==> config.mk <==
export PLATFORM = sky130hd
export DESIGN_NAME = seg7_scan_driver
export DESIGN_NICKNAME = d
export VERILOG_FILES = /design/src/rtl/seg7_pkg.sv /design/src/rtl/seg7_glyph.sv /design/src/rtl/seg7_scan_driver.sv
export SDC_FILE = /design/constraint.sdc
export NUM_CORES = 1
export LEC_CHECK = 0
export ABC_AREA = 1
export BUFFER_PORTS_ARGS = -buffer_cell sky130_fd_sc_hd__buf_4
export CAP_MARGIN = 20
export CORE_AREA = 3 3 92 94
export CTS_CLUSTER_DIAMETER = 40
export DETAILED_ROUTE_END_ITERATION = 10
export DIE_AREA = 0 0 95 97
export GPL_TIMING_DRIVEN = 0
export SYNTH_ARGS = -nofsm -noshare
export SYNTH_HDL_FRONTEND = slang
export SYNTH_SLANG_ARGS = --single-unit
==> constraint.sdc <==
create_clock -name clk -period 2.3 [get_ports clk]
set_input_delay 0.345 -clock clk [delete_from_list [all_inputs] [get_ports clk]]
set_output_delay 0.345 -clock clk [all_outputs]
set_load 0.02 [all_outputs]
==> src/rtl/seg7_pkg.sv <==
// Shared constants for the 7-segment scan driver: active-low glyph patterns {g,f,e,d,c,b,a}.
// A segment is lit when its bit is 0, so SEG_BLANK (all ones) turns every segment off.
package seg7_pkg;

  localparam logic [6:0] SEG_BLANK = 7'h7F;

  localparam logic [6:0] GLYPH_0 = 7'b1000000;
  localparam logic [6:0] GLYPH_1 = 7'b1111001;
  localparam logic [6:0] GLYPH_2 = 7'b0100100;
  localparam logic [6:0] GLYPH_3 = 7'b0110000;
  localparam logic [6:0] GLYPH_4 = 7'b0011001;
  localparam logic [6:0] GLYPH_5 = 7'b0010010;
  localparam logic [6:0] GLYPH_6 = 7'b0000010;
  localparam logic [6:0] GLYPH_7 = 7'b1111000;
  localparam logic [6:0] GLYPH_8 = 7'b0000000;
  localparam logic [6:0] GLYPH_9 = 7'b0010000;
  localparam logic [6:0] GLYPH_A = 7'b0001000;
  localparam logic [6:0] GLYPH_B = 7'b0000011;
  localparam logic [6:0] GLYPH_C = 7'b1000110;
  localparam logic [6:0] GLYPH_D = 7'b0100001;
  localparam logic [6:0] GLYPH_E = 7'b0000110;
  localparam logic [6:0] GLYPH_F = 7'b0001110;

  localparam logic [3:0] NIB_ZERO = 4'h0;

endpackage

==> src/rtl/seg7_glyph.sv <==
// Combinational nibble -> active-low segment lookup.
// Define SEG7_HEX_EN to render 10-15 as A,b,C,d,E,F; otherwise they show blank.
module seg7_glyph
  import seg7_pkg::*;
(
  input  logic [3:0] digit,
  output logic [6:0] glyph
);

  always_comb begin
    glyph = SEG_BLANK;
    case (digit)
      4'h0: glyph = GLYPH_0;
      4'h1: glyph = GLYPH_1;
      4'h2: glyph = GLYPH_2;
      4'h3: glyph = GLYPH_3;
      4'h4: glyph = GLYPH_4;
      4'h5: glyph = GLYPH_5;
      4'h6: glyph = GLYPH_6;
      4'h7: glyph = GLYPH_7;
      4'h8: glyph = GLYPH_8;
      4'h9: glyph = GLYPH_9;
`ifdef SEG7_HEX_EN
      4'hA: glyph = GLYPH_A;
      4'hB: glyph = GLYPH_B;
      4'hC: glyph = GLYPH_C;
      4'hD: glyph = GLYPH_D;
      4'hE: glyph = GLYPH_E;
      4'hF: glyph = GLYPH_F;
`else
      default: glyph = SEG_BLANK;
`endif
    endcase
  end

endmodule

==> src/rtl/seg7_scan_driver.sv <==
// Time-multiplexed N-digit 7-segment driver: shadow register, round-robin scan with dead time,
// optional leading-zero blanking. Hex glyphs for 10-15 are enabled by defining SEG7_HEX_EN.
module seg7_scan_driver
  import seg7_pkg::*;
#(
  parameter int NUM_DIGITS  = 4,
  parameter int REFRESH_DIV = 50000,
  parameter int DEAD_CYCLES = 500
) (
  input  logic                    clk,
  input  logic                    rst_n,
  input  logic [4*NUM_DIGITS-1:0] value,
  input  logic                    load,
  input  logic                    lz_blank,
  output logic [6:0]              seg,
  output logic [NUM_DIGITS-1:0]   an
);

  localparam int IDX_W = (NUM_DIGITS > 1) ? $clog2(NUM_DIGITS) : 1;
  localparam int CNT_W = $clog2(REFRESH_DIV);
  localparam logic [CNT_W-1:0] CNT_LAST = CNT_W'(REFRESH_DIV - 1);
  localparam logic [CNT_W-1:0] CNT_DEAD = CNT_W'(DEAD_CYCLES);
  localparam logic [IDX_W-1:0] IDX_LAST = IDX_W'(NUM_DIGITS - 1);

  logic [4*NUM_DIGITS-1:0] shadow_reg;
  logic [CNT_W-1:0]        cnt_reg;
  logic [IDX_W-1:0]        idx_reg;
  logic [6:0]              seg_reg;
  logic [NUM_DIGITS-1:0]   an_reg;

  logic [3:0]              nib [NUM_DIGITS];
  logic [NUM_DIGITS-1:0]   zero_run;
  logic [3:0]              cur_nib;
  logic [6:0]              cur_glyph;
  logic                    in_dead;
  logic                    lz_hide;
  logic [6:0]              seg_next;
  logic [NUM_DIGITS-1:0]   an_next;

  for (genvar gi = 0; gi < NUM_DIGITS; gi++) begin : g_nib
    assign nib[gi] = shadow_reg[4*gi +: 4];
  end

  // zero_run[i] is set when every nibble from i up to the most significant digit is zero.
  always_comb begin
    logic acc;
    acc      = 1'b1;
    zero_run = '0;
    for (int i = NUM_DIGITS - 1; i >= 0; i--) begin
      acc         = acc && (nib[i] == NIB_ZERO);
      zero_run[i] = acc;
    end
  end

  assign cur_nib = nib[idx_reg];

  seg7_glyph u_glyph (
    .digit (cur_nib),
    .glyph (cur_glyph)
  );

  assign in_dead = (cnt_reg < CNT_DEAD);
  assign lz_hide = lz_blank && (idx_reg != '0) && zero_run[idx_reg];

  always_comb begin
    seg_next = SEG_BLANK;
    an_next  = '1;
    if (!in_dead && !lz_hide) begin
      seg_next = cur_glyph;
      an_next  = ~(NUM_DIGITS'(1) << idx_reg);
    end
  end

  // Outputs are computed from the current state and registered, giving one cycle of latency.
  always_ff @(posedge clk or negedge rst_n) begin
    if (!rst_n) begin
      shadow_reg <= '0;
      cnt_reg    <= '0;
      idx_reg    <= '0;
      seg_reg    <= SEG_BLANK;
      an_reg     <= '1;
    end else begin
      if (load) begin
        shadow_reg <= value;
      end
      if (cnt_reg == CNT_LAST) begin
        cnt_reg <= '0;
        idx_reg <= (idx_reg == IDX_LAST) ? '0 : idx_reg + 1'b1;
      end else begin
        cnt_reg <= cnt_reg + 1'b1;
      end
      seg_reg <= seg_next;
      an_reg  <= an_next;
    end
  end

  assign seg = seg_reg;
  assign an  = an_reg;

endmodule
---- Word-level counts from Yosys, hierarchy flattened ----
Memory sizes are Yosys's and may differ from the RTL's.
Index checks and enable logic that the tools add are counted.
word-level totals
  register bits after elaboration ......... 45
  memories ................................ 1
  output and inout bits ................... 11
  input bits .............................. 20
  bits in read-only memories .............. 112
cells by class
  muxes and demuxes ....................... 9
  shifts and indexed selects .............. 1
  equality and inequality tests ........... 2
  add/subtract/negate cells ............... 2
  bitwise logic cells ..................... 2
  reductions and logical operators ........ 13
  $lt $le $gt $ge ......................... 3
memory list
  memory           depth  bits a word  rd ports  clocked after Yosys merged registers in  write ports  line              RTL
  (no name shown)  16     7            1         0                                        0            seg7_glyph.sv:12  case (digit)
operators with widths
  kind                     number
  $add A16 B1 Y16 const B  1
  $eq A16 B16 Y1 const B   1
  $logic_not A4 Y1         4
  $lt A16 B9 Y1 const B    1
  $mux W16                 1
  $mux W4                  3
  $bmux W4 S2              1
  $mux W7                  1
  $logic_and A1 B1 Y1      6
  $not A4 Y4               1
  $shl A1 B2 Y4 const A    1
  $ge A3 B3 Y1 const B     1
  $lt A2 B3 Y1 const B     1
  $not A2 Y3               1
  $add A2 B1 Y2 const B    1
  $bmux W1 S2              1
  $eq A2 B2 Y1 const B     1
  $logic_not A1 Y1         2
  $mux W2                  1
  $reduce_bool A2 Y1       1
  $mux W1                  1

---- Depth between registers and ports, before layout ----
Gate-level depths: netlist of run 1.
  depth in word-level cells ............... 10
  mapped depth ............................ 13

---- Modules after synthesis ----
From an unflattened synthesis of run 1, not the netlist that was laid out.
unflattened totals
  cell total of the unflattened synthesis .. 285
  area, all modules ....................... 2364.8 um2
by module, submodules not included
  module            cells an instance  area an instance (um2)  times used  seq. area each (um2)
  seg7_scan_driver  250                2177.1                  1           1139.8
  seg7_glyph        35                 187.7                   1           0.0

---- Worst setup path before layout of run 1 ----
Ideal clock, no wire load.
  kind .................................... reg2reg
  start point ............................. register idx_reg[0]
  end point ............................... register seg_reg[4], in the netlist seg[4]
  path buffers ............................ 2
  stages on the path, launching flop included .. 11
  setup slack ............................. 0.774 ns
  arrival time ............................ 1.465 ns
  cells stage by stage .................... dfrtp_1 inv_2 buf_6 ha_1 nor2_1 nand3_1 a21oi_2 nand2_2 and2_4 buf_6 nand2_1
between the ends
  cells in the longest elaborated chain, start to end .. 6
  elaborated cells on any way between the ends .. 13
  those cells by class .................... mux (6); bitwise (1); reduce/logical (5); memory (1)
RTL lines
  what                                                                  line                                            RTL
  start: declaration                                                    seg7_scan_driver.sv:27                          logic [IDX_W-1:0] idx_reg;
  start signal: assignment                                              seg7_scan_driver.sv:88                          idx_reg <= (idx_reg == IDX_LAST) ? '0 : idx_reg + 1'b1;
  $not A2 Y3 (implied by the code) (tied with other cells)              seg7_scan_driver.sv:55                          assign cur_nib = nib[idx_reg];
  $bmux W4 S2 (tied with other cells)                                   seg7_scan_driver.sv:55
  $mux W4 (implied by the code) or $logic_and A1 B1 Y1 (tied branches)  seg7_scan_driver.sv:55, seg7_scan_driver.sv:63
  $mux W4 (implied by the code) or $logic_not A1 Y1 (tied branches)     seg7_scan_driver.sv:55, seg7_scan_driver.sv:68
  $mem_v2 Z16 W7 or $logic_and A1 B1 Y1 (tied branches)                 -
  $mux W7 (*)                                                           seg7_scan_driver.sv:68                          if (!in_dead && !lz_hide) begin
  via seg_next[4]                                                       seg7_scan_driver.sv:37                          logic [6:0] seg_next;
  end signal: assignment                                                seg7_scan_driver.sv:92                          seg_reg <= seg_next;
  end: declaration                                                      seg7_scan_driver.sv:28                          logic [6:0] seg_reg;
Mark *: on every way through the listed nets, which the timed path passes. The rest lies on a longest branch. The select of a mux whose other input is x is not followed.
A chain may end at the register's enable or synchronous reset.

---- Worst setup path in the final report of run 1 ----
  start point ............................. register idx_reg[1]
  end point ............................... register seg_reg[4], in the netlist seg[4]
The elaborated chain is that of the path after synthesis.

==> results.txt, run 1 <==
Reg2reg setup slack: 0.53 ns
Relative slew slack: 0.6187
DR WL/cell: 10.99 um
M1 WL: 2479 um
Number of setup buffers added after CTS: 0
GRT overflow: 0
Ys async rst share: 1.000
Die area: 9215 um2
Num rows: 32
Hold crit path type: input port to asynchronous set/reset pin
Cell with the most instances after synthesis: nand2_1
RSZ-0062 raised after global routing: no
FMAX: 565.3 MHz
FF-to-FF Start: idx_reg[1]
Clk slew on worst S/H paths: 0.09 ns
Worst EP arrival: 2.00 ns
Cell variety after synth: 28
Dominant synthesized flop cell: dfrtp_1
Final hold viol count: 0
# Max-Cap Violations: 0
Diodes inserted: 0
Worst Reg-to-Reg Cells: 9
P_leak: 0.001453 uW
Avg Inst Size Synth: 7.995 um2
Worst skew pair latency: 0.30 ns
Final slew viol count: 0
Fin crit period: 1.769 ns
Iter 0 DRT Violations: 59
Synth-to-layout area growth: 17.70%
Yosys top cell by area: dfrtp_1
Synth area leaders: dfrtp_1 (35%), nand2_1 (12%), dfstp_2 (12%), nor2_1 (6.2%), nand3_1 (6.0%)
Routed wl met3: 215 um
I/O pins: 31
Launch point of the worst path: idx_reg[1]
Synth Warn #: 0
Highest routed layer: met4
Run status: completed
Post-CTS Resized: 0
Vias: 1941
CTS tree: yes
Period Utilization, post-route: 0.7691
Reg2reg end: seg[4]
Final WL: 4879 um
Vias in the first global route: 1897
Share of cells above drive strength 1: 0.2164
Worst Path Required: 2.54 ns
Met2 WL: 2113 um
Total power divided by cell area: 514.9 nW/um2
Finished Layout Cells: 444
Final Core Density: 0.3714
GPL Wtd Cong: 0.8568
EDFF count, synth: 0
Fin nets: 371
Placed Instances: 436
Syn Std Cell Area: 2439 um2
Clk sinks: 45
Initial core utilization: 0.3156
Sequential fraction of the synthesis area: 0.4674
Die X: 95 um
First-pass GRT wire length: 8556 um
Die H: 97 um
Tot GR Track Use: 0.1156
Vias/cell: 4.372
Port Buffers: 29
Cts hold-fix bufs: 0
Cts bufs inserted: 5
Synth top cells by count: nand2_1 (79), nor2_1 (40), inv_1 (38)
CTS root buf: clkbuf_8
Number of routed nets with antenna violations: 0
Register bit total from synthesis: 45
Core Region: 7727 um2
Element type at the critical path end: flip-flop
Setup TNS: 0 ns
H-tree depth: 2
Power, Total: 1478 uW
Net Count, Synth: 335
CP startpoint kind: flip-flop
Critical Path Fanout Max: 9
Peak supply drop: 0.1924 mV
Clock Path Buffers: 2
Cells after synthesis: 305
DP HPWL: 3800 um
Post-synth top area share: 0.3489
Skew final: 0.01771 ns
Final setup vio count: 0
Setup CP Type: flip-flop to flip-flop
Total iterations of the first detailed-routing run: 4
Largest net degree at the start of global routing: 46
Crit path capture: seg[4]
Initial antenna violation count: 0
DRC errors left: 0
Worst Tran Pin Value: 0.5719 ns
-- layout make-up --
type / count / area [um2]
buffer: 6 / 46.29
clock buffer: 5 / 68.82
clock inverter: 3 / 17.52
fill: 822 / 4857
inverter: 43 / 162.7
multi-input combinational: 211 / 1090
sequential: 45 / 1140
tap: 102 / 127.6
timing repair buffer: 29 / 217.7
-- cells in the final DEF (no fill, tap or decap), drive strengths merged, types with 3 or more instances in the layout --
master,instances
buf,34
clkinv,4
nand3,29
o21ai,13
clkbuf,6
xor2,6
nor2,42
ha,10
nand2,87
inv,42
mux2,6
a21oi,3
nor3,3
dfrtp,34
nand4,8
dfstp,11
-- report_power, final --
part	internal (uW)	switching [uW]	leakage [uW]
Combinational	67.2	95.0	0.000863
Sequential	818	18.9	0.000544
Clock	210	269	0.0000455
-- worst min path at each step --
stage	start	to	slack, ns	cells after the start
after floorplan	rst_n	cnt_reg[0]	0.05	0
after global placement	rst_n	shadow_reg[13]	0.39	1
after detailed placement	rst_n	shadow_reg[3]	0.40	1
after CTS	rst_n	shadow_reg[1]	0.06	1
after global routing	rst_n	cnt_reg[7]	0.07	1
final	rst_n	cnt_reg[5]	0.03	1
-- worst max-delay path: stages (launching register included) --
cell and delay [ns]:
dfrtp_1 0.53, inv_2 0.15, ha_1 0.25, nor2_1 0.11
nand3_1 0.08, a21oi_2 0.12, nand2_2 0.11, and2_4 0.16
buf_6 0.12, nand2_1 0.06
-- layer usage --
| layer | up-vias | GRT usage |
|---|---|---|
| met5 | - | 0 |
| met4 | 0 | 0.03663 |
| met3 | 6 | 0.02255 |
| met2 | 40 | 0.1779 |
| met1 | 870 | 0.1623 |
| li1 | 1025 | - |
-- metrics by stage --
| stage | cell area [um2] | setup WS, ns | hold slack, ns |
|---|---|---|---|
| 3_5_place_dp | 2784 | 0.5708 | 0.3958 |
| 5_1_grt | 2870 | 0.3581 | 0.07053 |
| 3_3_place_gp | 2784 | 0.5735 | 0.3872 |
| 2_1_floorplan | 2439 | 0.7743 | 0.04941 |
| 4_1_cts | 2870 | 0.5319 | 0.05684 |
| 6_report | 2870 | 0.5311 | 0.03289 |
-- kinds of logic (layout without fill, tap and decap cells) --
group,Yosys count,after routing,share of synthesized area
compound gates,17,17,0.03746
xor+xnor,6,6,0.02155
fa+ha+maj,10,10,0.05131
buf+inv,49,86,0.08568
flops,45,45,0.4674
mux,6,6,0.02770
simple gates,172,172,0.3089
Note: power is estimated with default switching activity, not from simulation.
==> run 2: changes to the inputs <==
clock period = 1.65 ns   (was 2.3 ns; I/O delays follow)
==> run 2 against run 1 <==
- clock skew increased by 0.0026 ns
- global-route usage grew 0.13 points
- first-iteration DRC count increased by 22%
- register-to-register slack lost 0.46 ns
- sequential power up 40%
- final cell count rose by 3.6%
- worst setup slack got worse by 0.46 ns
- count of clock-buffer cells in the layout unchanged
- combinational power increased by 64%
- wire length is 6.6% higher
- worst hold slack gained 0.11 ns
- total power grew 43%
- critical path type unchanged
- critical endpoint unchanged
==> results.txt, run 2 (same netlist as run 1, synthesis figures left out) <==
Run status: completed
P_leak: 0.001557 uW (+7.2%)
Internal power: 1552 uW (+42%)
CP startpoint kind: flip-flop
Final WS setup: 0.07199 ns (-0.4592 ns)
Most frequent cells in the layout: nand2_1 (73), buf_4 (44), nor2_1 (39)
Number of routed nets with antenna violations: 0 (unchanged)
Largest net degree at the start of global routing: 46 (unchanged)
Sequential share of power: 0.555 (-0.011)
Iter 0 DRT Violations: 72 (+22%)
GPL Wtd Cong: 0.8568 (unchanged)
Final hold viol count: 0 (unchanged)
Final setup vio count: 0 (unchanged)
Share of cells above drive strength 1: 0.3101 (+0.09368)
Skew final: 0.02029 ns (+0.002578 ns)
I/O pins: 31 (unchanged)
Initial core utilization: 0.3156 (unchanged)
Element type at the critical path end: flip-flop
Fin crit period: 1.578 ns (-0.1908 ns)
Initial antenna violation count: 0 (unchanged)
Net Switching: 555.6 uW (+45%)
Die X: 95 um (unchanged)
DRC errors left: 0 (unchanged)
Setup TNS: 0 ns (unchanged)
Placed Instances: 436 (unchanged)
Critical path's top delay family: flip-flops
Critical Path Fanout Max: 8 (-1)
FF-to-FF Start: idx_reg[0]
Finished Layout Cells: 460 (+3.6%)
Clk sinks: 45 (unchanged)
Combinational Power Share: 0.126 (+0.016)
Slowest-stage cell, CP: dfrtp_2
Num rows: 32 (unchanged)
Core Region: 7727 um2 (unchanged)
Vias: 2030 (+4.6%)
Clock share of power: 0.319 (-0.005)
WP buf/inv: 4 (+2)
Diodes inserted: 0 (unchanged)
Period Utilization, post-route: 0.9564 (+0.1873)
Clock Path Buffers: 2 (unchanged)
Synth-to-layout area growth: 27.24%
Relative slew slack: 0.6190 (about the same)
DR WL/cell: 11.31 um (+2.9%)
Worst Path Required: 1.89 ns (-0.65 ns)
Final WL: 5201 um (+6.6%)
Crit path top cell by count: nand2_1
Port Buffers: 29 (unchanged)
Total iterations of the first detailed-routing run: 4 (unchanged)
RSZ-0062 raised after global routing: yes
Sw frac: 0.2636 (+0.004905)
Die area: 9215 um2 (unchanged)
# Max-Cap Violations: 0 (unchanged)
GRT overflow: 0 (unchanged)
H-tree depth: 2 (unchanged)
Setup CP Type: flip-flop to flip-flop
Total power divided by cell area: 679.1 nW/um2 (+32%)
CTS root buf: clkbuf_8
FMAX: 633.7 MHz (+12%)
Vias/cell: 4.413 (+0.95%)
CTS tree: yes
Hold crit path type: input port to flip-flop
CP max stage delay: 0.49 ns (-0.04 ns)
Launch point of the worst path: idx_reg[0]
Clk slew on worst S/H paths: 0.09 ns (about the same)
HP Start: value[11]
Peak supply drop: 0.2684 mV (+39%)
Worst skew pair latency: 0.30 ns (about the same)
Vias in the first global route: 1919 (+1.2%)
Tot GR Track Use: 0.1169 (+0.001282)
Post-Place Worst Slack: -0.07921 ns (-0.6500 ns)
Worst Tran Pin Value: 0.5715 ns (-0.0003603 ns)
DP HPWL: 3800 um (unchanged)
CP Cell Sequence: buf_8 -> nand2_4 -> nand3_4 -> nand2_4 -> inv_2 -> buf_4 -> ha_2 -> inv_1 -> nand2_1 -> nand3_1 -> nand2_1 -> nand2_1
Cts bufs inserted: 5 (unchanged)
Die H: 97 um (unchanged)
Commonest non-fill, non-tap cell in the layout: nand2_1
Worst EP arrival: 1.81 ns (-0.19 ns)
First-pass GRT wire length: 8652 um (+1.1%)
Final slew viol count: 0 (unchanged)
Fin nets: 387 (+4.3%)
-- run 2: cell count changes in the layout (fill, tap and decap cells not counted), sizes merged --
cell | before | now
clkinv | 4 | 6
buf | 34 | 48
dlygate4sd3 | 0 | 1
inv | 42 | 41
-- run 2: path summary, 6_finish.rpt --
kind | depth (start not counted) | to | slack [ns]
min in group asynchronous | 2 | shadow_reg[10] | 0.48
worst max-delay path | 12 | seg[4] | 0.07
max in group asynchronous | 2 | idx_reg[0] | 0.74
worst min-delay path | 3 | shadow_reg[11] | 0.15
worst min register to register | 1 | cnt_reg[0] | 0.49
worst max register to register | 12 | seg[4] | 0.07
-- run 2: what timing repair did --
action / in CTS / in global routing
hold buffers: 1 / 0
gates cloned: 0 / 1
endpoints found under the hold margin: 34 / 0
gates resized for setup: 3 / 31
setup buffers: 2 / 13
setup endpoints to repair: 10 / 12
pin swaps: 2 / 14
-- run 2: metal layers --
metal / vias up / share of wire / track usage / wire length (um)
li1: 1057 / - / - / -
met1: 923 / 0.49 / 0.1628 / 2535
met2: 44 / 0.45 / 0.1817 / 2340
met3: 6 / 0.049 / 0.02255 / 255
met4: 0 / 0.013 / 0.03663 / 70
met5: - / 0 / 0 / 0
-- run 2: power by group through the flow --
stage               Sequential [uW]  Clock, uW  Combinational [uW]
floorplan                      1180          0                 145
global placement               1190          0                 226
detailed placement             1190          0                 229
CTS                            1170        701                 236
global route                   1180        755                 305
finish                         1170        672                 265
-- run 2: cell type report --
cell class | count | area (um2)
fillers | 798 | 4624
clock inverters | 3 | 17.52
repair inverters | 1 | 5.005
plain buffers | 5 | 38.79
multi-input cells | 211 | 1192
inverters | 43 | 170.2
repair buffers | 45 | 340.3
flip-flops and latches | 45 | 1142
clock buffers | 5 | 68.82
well taps | 102 | 127.6
-- run 2: metrics by stage --
| step | utilization | hold WS [ns] | cell area [um2] | power (uW) |
|---|---|---|---|---|
| floorplan | - | -0.04809 | 2439 | 1323 |
| global placement | 0.3603 | 0.2897 | 2784 | 1412 |
| global route | 0.4016 | 0.1512 | 3103 | 2236 |
| CTS | 0.3753 | 0.1362 | 2900 | 2105 |
| detailed placement | 0.3603 | 0.2983 | 2784 | 1418 |
| finish | 0.4016 | 0.1463 | 3103 | 2107 |
-- run 2: tightest hold or removal path, delay by kind of cell --
kind / cells / cell delay, ns
simple gates: 1 / 0.04
buf+inv: 1 / 0.08
compound gates: 1 / 0.05
==> run 3: changes to the inputs <==
--- a/config.mk
+++ b/config.mk
@@ -15,2 +15,3 @@
 export GPL_TIMING_DRIVEN = 0
+export RECOVER_POWER = 100
 export SYNTH_ARGS = -nofsm -noshare
--- a/constraint.sdc
+++ b/constraint.sdc
@@ -3,2 +3,2 @@
 set_output_delay 0.2475 -clock clk [all_outputs]
-set_load 0.02 [all_outputs]
+set_load 0.005 [all_outputs]
==> run 3 against run 2 <==
- wire length grew 0.44%
- core utilization fell by 0.097 points
- critical path type unchanged
- sequential power hardly changed
- worst hold slack about the same
- global-route usage stayed put
- fmax fell by 0.11%
- first-iteration DRC count is 9.7% higher
- via count up 0.39%
- clock power hardly changed
- flip-flop and latch count unchanged
- critical endpoint unchanged
- register-to-register slack barely moved
==> results.txt, run 3 (same netlist as run 1, synthesis figures left out) <==
DR WL/cell: 11.36 um (+0.44%)
Commonest non-fill, non-tap cell in the layout: nand2_1
M1 WL: 2579 um (+1.7%)
Clk sinks: 45 (unchanged)
Clk slew on worst S/H paths: 0.09 ns (about the same)
Diodes inserted: 0 (unchanged)
Period Utilization, post-route: 0.9575 (+0.001080)
Iter 0 DRT Violations: 79 (+9.7%)
Final setup vio count: 0 (unchanged)
Final hold viol count: 0 (unchanged)
Die X: 95 um (unchanged)
Setup CP Type: flip-flop to flip-flop
Share of cells above drive strength 1: 0.3045 (-0.005587)
Tot GR Track Use: 0.1169 (unchanged)
FMAX: 633.0 MHz (-0.11%)
Total iterations of the first detailed-routing run: 4 (unchanged)
Clock Path Buffers: 2 (unchanged)
RSZ-0062 raised after global routing: yes
Die H: 97 um (unchanged)
Worst Path Required: 1.89 ns (about the same)
Synth-to-layout area growth: 26.94%
GRT overflow: 0 (unchanged)
Largest net degree at the start of global routing: 46 (unchanged)
Initial core utilization: 0.3156 (unchanged)
P_leak: 0.001552 uW (-0.31%)
H-tree depth: 2 (unchanged)
First-pass GRT wire length: 8652 um (unchanged)
CTS root buf: clkbuf_8
CTS tree: yes
Die area: 9215 um2 (unchanged)
Most frequent cells in the layout: nand2_1 (73), nor2_1 (39), inv_1 (35)
Routed wl met3: 243 um (-4.7%)
Hold Slack: 0.1464 ns (+0.0001260 ns)
Final WL: 5224 um (+0.44%)
Fill cell count: 799 (+0.13%)
Run status: completed
Total power divided by cell area: 680.3 nW/um2 (+0.17%)
GPL Wtd Cong: 0.8568 (unchanged)
Port Buffers: 29 (unchanged)
Multi-input combinational cell area: 1192 um2 (unchanged)
DRC errors left: 0 (unchanged)
CP startpoint kind: flip-flop
Relative slew slack: 0.3234 (-0.2956)
Highest routed layer: met4
Worst Tran Pin Value: 1.015 ns (+0.4434 ns)
Reg area: 1142 um2 (unchanged)
Vias in the first global route: 1919 (unchanged)
Vias: 2038 (+0.39%)
Setup TNS: 0 ns (unchanged)
Peak supply drop: 0.2684 mV (about the same)
Critical Path Fanout Max: 8 (unchanged)
Initial antenna violation count: 0 (unchanged)
Skew final: 0.02030 ns (+0.00001210 ns)
Final slew viol count: 0 (unchanged)
Number of routed nets with antenna violations: 0 (unchanged)
Worst skew pair latency: 0.30 ns (about the same)
# Max-Cap Violations: 0 (unchanged)
Element type at the critical path end: flip-flop
Num rows: 32 (unchanged)
I/O pins: 31 (unchanged)
Hold crit path type: input port to flip-flop
DP HPWL: 3800 um (unchanged)
Met2 WL: 2331 um (-0.38%)
Worst EP arrival: 1.81 ns (about the same)
Fin nets: 387 (unchanged)
Cts bufs inserted: 5 (unchanged)
Core Region: 7727 um2 (unchanged)
Vias/cell: 4.430 (+0.39%)
Fin crit period: 1.580 ns (+0.001781 ns)
## run 3: critical path, stage by stage, from the launching register on
cell,delay [ns]
dfrtp_2,0.49
buf_8,0.17
nand2_4,0.06
nand3_4,0.07
nand2_4,0.10
inv_2,0.04
buf_4,0.12
ha_2,0.18
inv_1,0.05
nand2_1,0.05
nand3_1,0.06
nand2_1,0.06
nand2_1,0.06
## run 3: repair_timing
action	4_1_cts	5_1_grt
setup endpoints to repair	10	12
hold buffers	1	0
gates resized for setup	3	31
pin swaps	2	14
endpoints found under the hold margin	34	0
buffers inserted	2	13
cloned	0	1
## run 3: power breakdown
part           total [uW]  switching [uW]  internal, uW
clock                 671             378           293
combinational         264             147           117
sequential           1170            30.0          1140
total                2110             555          1550
## run 3: metal layers
layer | up-vias | GRT usage
met2 | 45 | 0.1817
met3 | 6 | 0.02255
met5 | - | 0
li1 | 1056 | -
met4 | 0 | 0.03663
met1 | 931 | 0.1628
## run 3: final timing paths
check	slack [ns]	cells past startpoint	endpoint	startpoint
max	0.07	12	seg[4]	idx_reg[0]
min	0.15	3	shadow_reg[11]	value[11]
max reg2reg	0.07	12	seg[4]	idx_reg[0]
min reg2reg	0.49	1	cnt_reg[0]	cnt_reg[0]
max in group asynchronous	0.29	2	idx_reg[0]	rst_n
min in group asynchronous	0.66	2	cnt_reg[9]	rst_n
## run 3: area by class of cell
| type | instances | share of cell area |
|---|---|---|
| buffer | 5 | 0.01213 |
| clock buffer | 5 | 0.02223 |
| clock inverter | 3 | 0.005659 |
| inverter | 43 | 0.05497 |
| multi-input combinational | 211 | 0.3852 |
| sequential | 45 | 0.3690 |
| tap | 102 | 0.04123 |
| timing repair buffer | 45 | 0.1079 |
| timing repair inverter | 1 | 0.001617 |
## run 3: per-stage QoR
stage	setup slack, ns	total power [uW]	util	area (um2)	cells
2_1_floorplan	0.1243	1323	-	2439	305
3_3_place_gp	-0.07651	1412	0.3603	2784	436
3_5_place_dp	-0.07921	1418	0.3603	2784	436
4_1_cts	0.007017	2105	0.3753	2900	447
5_1_grt	-0.04706	2235	0.4006	3095	460
6_report	0.07021	2106	0.4006	3095	460
